--- config.mk ---
export PLATFORM = sky130hd
export DESIGN_NAME = led_serializer
export DESIGN_NICKNAME = d
export VERILOG_FILES = /design/src/rtl/led_serializer.sv
export SDC_FILE = /design/constraint.sdc
export NUM_CORES = 1
export LEC_CHECK = 0
export ABC_AREA = 1
export CAP_MARGIN = 0
export CORE_ASPECT_RATIO = 1.25
export CORE_MARGIN = 2
export CORE_UTILIZATION = 37
export DETAILED_ROUTE_END_ITERATION = 12
export SETUP_SLACK_MARGIN = 0.02
export SLEW_MARGIN = 15
export SYNTH_ARGS = -nofsm -noshare
export SYNTH_HDL_FRONTEND = slang
export SYNTH_SLANG_ARGS = --single-unit
--- constraint.sdc ---
create_clock -name clk -period 1.6 [get_ports clk]
set_input_delay 0.32 -clock clk [delete_from_list [all_inputs] [get_ports clk]]
set_output_delay 0.32 -clock clk [all_outputs]
set_load 0.01 [all_outputs]
--- src/rtl/led_serializer.sv ---
// Parallel-to-serial driver for a 74HC595-style shift/latch chain.
// Accepts a word on valid/ready, clocks it out bit by bit, then pulses the latch.
module led_serializer #(
    parameter int N         = 8,
    parameter int CLK_DIV   = 2,
    parameter int MSB_FIRST = 1
) (
    input  logic         clk,
    input  logic         sys_rst_n,
    input  logic         valid,
    input  logic [N-1:0] data,
    output logic         ready,
    output logic         ser_data,
    output logic         ser_clk,
    output logic         ser_latch,
    output logic         done
);

    localparam int PW = $clog2(2 * CLK_DIV);
    localparam int BW = $clog2(N);

    localparam logic [PW-1:0] PH_LAST    = PW'(2 * CLK_DIV - 1);
    localparam logic [PW-1:0] PH_HIGH    = PW'(CLK_DIV);
    localparam logic [PW-1:0] LATCH_LAST = PW'(CLK_DIV - 1);
    localparam logic [BW-1:0] BIT_LAST   = BW'(N - 1);

    typedef enum logic [1:0] {
        S_IDLE,
        S_SHIFT,
        S_LATCH,
        S_DONE
    } state_t;

    state_t        state, state_nxt;
    logic [PW-1:0] phase, phase_nxt;
    logic [BW-1:0] bit_cnt, bit_nxt;
    logic [N-1:0]  shadow, shadow_nxt;
    logic [BW-1:0] bit_idx;
    logic          ready_nxt, ser_data_nxt, ser_clk_nxt, ser_latch_nxt, done_nxt;

    // Outputs are decoded from the next state so they are registered yet aligned with it.
    always_comb begin
        state_nxt  = state;
        phase_nxt  = phase;
        bit_nxt    = bit_cnt;
        shadow_nxt = shadow;

        case (state)
            S_IDLE: begin
                if (valid) begin
                    state_nxt  = S_SHIFT;
                    phase_nxt  = '0;
                    bit_nxt    = '0;
                    shadow_nxt = data;
                end
            end
            S_SHIFT: begin
                if (phase == PH_LAST) begin
                    phase_nxt = '0;
                    if (bit_cnt == BIT_LAST) begin
                        state_nxt = S_LATCH;
                    end else begin
                        bit_nxt = bit_cnt + 1'b1;
                    end
                end else begin
                    phase_nxt = phase + 1'b1;
                end
            end
            S_LATCH: begin
                if (phase == LATCH_LAST) begin
                    state_nxt = S_DONE;
                    phase_nxt = '0;
                end else begin
                    phase_nxt = phase + 1'b1;
                end
            end
            S_DONE: begin
                state_nxt  = S_IDLE;
                bit_nxt    = '0;
                shadow_nxt = '0;
            end
            default: state_nxt = S_IDLE;
        endcase

        bit_idx       = (MSB_FIRST != 0) ? (BIT_LAST - bit_nxt) : bit_nxt;
        ser_data_nxt  = (state_nxt == S_SHIFT || state_nxt == S_LATCH) ? shadow_nxt[bit_idx] : 1'b0;
        ser_clk_nxt   = (state_nxt == S_SHIFT) && (phase_nxt >= PH_HIGH);
        ser_latch_nxt = (state_nxt == S_LATCH);
        done_nxt      = (state_nxt == S_DONE);
        ready_nxt     = (state_nxt == S_IDLE);
    end

    always_ff @(posedge clk) begin
        if (!sys_rst_n) begin
            state     <= S_IDLE;
            phase     <= '0;
            bit_cnt   <= '0;
            shadow    <= '0;
            ready     <= 1'b1;
            ser_data  <= 1'b0;
            ser_clk   <= 1'b0;
            ser_latch <= 1'b0;
            done      <= 1'b0;
        end else begin
            state     <= state_nxt;
            phase     <= phase_nxt;
            bit_cnt   <= bit_nxt;
            shadow    <= shadow_nxt;
            ready     <= ready_nxt;
            ser_data  <= ser_data_nxt;
            ser_clk   <= ser_clk_nxt;
            ser_latch <= ser_latch_nxt;
            done      <= done_nxt;
        end
    end

endmodule

==> metrics.cfg <==
[floorplanning]
die_height_um=67.07
io_pins=16
fp.dieW_um=54.46
start_util_pct=39.24
fp-row-count=22
coreArea_um2=3000
dieArea_um2=3652

[cts]
clk_latency_ns=0.29
h-tree-depth=1
cts_made_buffers=3
clock-root-buffer=clkbuf_4
clkSlewWorstSetupHoldPaths_ns=0.12
numClockSinks=20
cts_tree=done
cts_buffer_depth=2

[logic_synthesis]
synth_nets=186
synth_edf_count=0
synth_top_flop_cell=dfxtp_1
ys_types=25
synthArstFlopShare_pct=0
syn_area_um2=1177
ys_seq_area_share_pct=34.01
synthCells=162
synthTopCellsByArea=dfxtp_1 (34%), ha_1 (14%), nand2_1 (11%)
synth_top_area_share_pct=34.01
synth-warning-count=0
synth_area_leader_cell=dfxtp_1
synth.avg_cell_area_um2=7.268
ys_ff_latch=20

[placed_design]
hpwl_mm=2.138
dpl-instance-area_um2=1637
port_buffers=15
gp_congestion=0.8346

[drt]
num_vias=1122
drtIter0Drc=43
drc=0
antenna_left=0
post_drt_via_cell_ratio=4.598
postRouteWirelength_mm=2.628
wl_per_cell_um=10.77
first_pass_iters=4

[outcome]
violations=setup timing
status=finished with violations

[finish]
fill_cells=290
drive_above_1_share_pct=35.58
final_cell_mix=nand2_1 (31), buf_4 (29), nand3_1 (18), nor2_1 (18), inv_1 (16)
stdcell_area_um2=1745
nNetsFinal=233
syn2layout_area_growth_pct=48.25
layout_commonest_cell=nand2_1
antennaDiodeCount=0

[worst_setup_path]
cp-start-kind=flop
cp_max_fo=4
worstSetupEndpointType=flop
r2r_start=phase[0]$_SDFF_PN0_
worstRegToRegCells=12
timing.rr.end=ser_data$_SDFF_PN0_
critPathRequiredTime_ns=1.85
critPathKind=flop to flop
crit_arrival_ns=1.86
rrSetupSlack_ns=-0.02

[min_path]
worstHoldPathCells=2
worstHoldStart=phase[0]$_SDFF_PN0_
hold-path-endpoint=phase[0]$_SDFF_PN0_
hp-class=flop to flop

[timing]
slew_headroom_pct=80.85
rsz0062_at_grt=true
hold_viol_final=0
min_period_over_period_pct=101.2
finalMaxSlewViolations=0
setup_ws_ns=-0.01920
worst_pin_slew_ns=0.2869
finalWorstPathRequiredPeriod_ns=1.619
max_clock_freq_ghz=0.6176
setup_viol=1
finalClockSkew_ns=0.01037

[global_route]
grt_pass1_vias=1094
grt.overflow.total=0
grt_max_degree=14
antenna_found_initial=0
grt_pass1_wl_mm=4.581
grt_use_total_pct=17.01

[run]
max_cap_viol_count=0

[power_and_ir_drop]
total_power_mw=1.221
vdd_drop_max_mv=0.6266
power-per-cell-area_nw_per_um2=699.8
p_leak_nw=0.8219

[how the worst max path moves through the flow]
stage                           from             endpoint  slack (ns)  cells after the start
2_1_floorplan    phase[0]$_SDFF_PN0_  ser_data$_SDFF_PN0_        0.05                     12
3_3_place_gp                   valid  ser_data$_SDFF_PN0_       -0.22                     11
3_5_place_dp                   valid  ser_data$_SDFF_PN0_       -0.21                     11
4_1_cts        bit_cnt[0]$_SDFF_PN0_  ser_data$_SDFF_PN0_       0.001                     12
5_1_grt        bit_cnt[1]$_SDFF_PN0_  ser_data$_SDFF_PN0_       -0.11                     12
6_report         phase[0]$_SDFF_PN0_  ser_data$_SDFF_PN0_       -0.02                     12
[routing by layer]
metal	wire length, µm	up-vias	part of all wire (%)	global-route usage [%]
li1	-	604	-	-
met1	1211	502	46	22.42
met2	1318	14	50	29.07
met3	81	2	3.1	1.794
met4	16	0	0.61	3.750
met5	0	-	0	0
[worst max-delay path: stages, from the launching register on]
cell,delay (ns)
dfxtp_4,0.39
ha_4,0.15
nand3_4,0.08
nand2_2,0.08
a21oi_2,0.04
or2_1,0.24
nand2_2,0.09
inv_2,0.05
ha_4,0.26
nand2_2,0.04
inv_2,0.05
nand2_1,0.04
nor2_1,0.07
[stage by stage]
stage               worst slack, ns  TNS (ns)  hold WS [ns]  std cells  util (%)
floorplan                   0.05166         0        0.4135        162         -
global placement            -0.2162    -1.112        0.4672        236     54.55
detailed placement          -0.2084    -1.141        0.4724        236     54.55
CTS                        0.001391         0        0.5773        243     57.09
global route                -0.1067   -0.4282        0.6156        244     58.17
finish                     -0.01920  -0.01920        0.5754        244     58.17
[power by group]
| part | leakage, nW | switching (mW) | internal (mW) |
|---|---|---|---|
| clock | 0.0210 | 0.149 | 0.138 |
| combinational | 0.634 | 0.178 | 0.202 |
| sequential | 0.167 | 0.0201 | 0.534 |
[cells in the mapped netlist (2+ instances only)]
| cell type | n |
|---|---|
| nand2_1 | 33 |
| dfxtp_1 | 20 |
| inv_1 | 20 |
| nand3_1 | 19 |
| nor2_1 | 18 |
| ha_1 | 13 |
| o21ai_0 | 7 |
| nand2_2 | 6 |
| inv_2 | 4 |
| a21oi_1 | 3 |
| o22ai_1 | 3 |
| nor2_2 | 2 |
| o21ai_1 | 2 |
[cell families after synthesis]
kind of cell               after synthesis  share of synthesized area, %
and+or+nand+nor                         83                         32.94
buffers and inverters                   28                         9.882
DFF                                     20                         34.01
AOI/OAI and AO/OA                       18                         9.352
adders and majority gates               13                         13.82
[timing repair]
action,4_1_cts,5_1_grt
buffers inserted,3,1
endpoints found under the setup margin,4,5
pin swaps,5,7
hold buffers,0,0
resized for setup,5,9
[flip-flops by register name (all words and copies together) (netlist names)]
register,count
bit_cnt,3
done,1
phase,2
ready,1
ser_clk,1
ser_data,1
ser_latch,1
shadow,8
state,2
[final cells by class]
class	count	area, µm²	share of cell area (%)
inverters	25	96.34	5.520
repair buffers	45	379.1	21.72
well taps	36	45.04	2.581
multi-input cells	114	773.2	44.30
clock buffers	4	36.28	2.079
flip-flops and latches	20	415.4	23.80
Power figures use the tool's default switching activity.
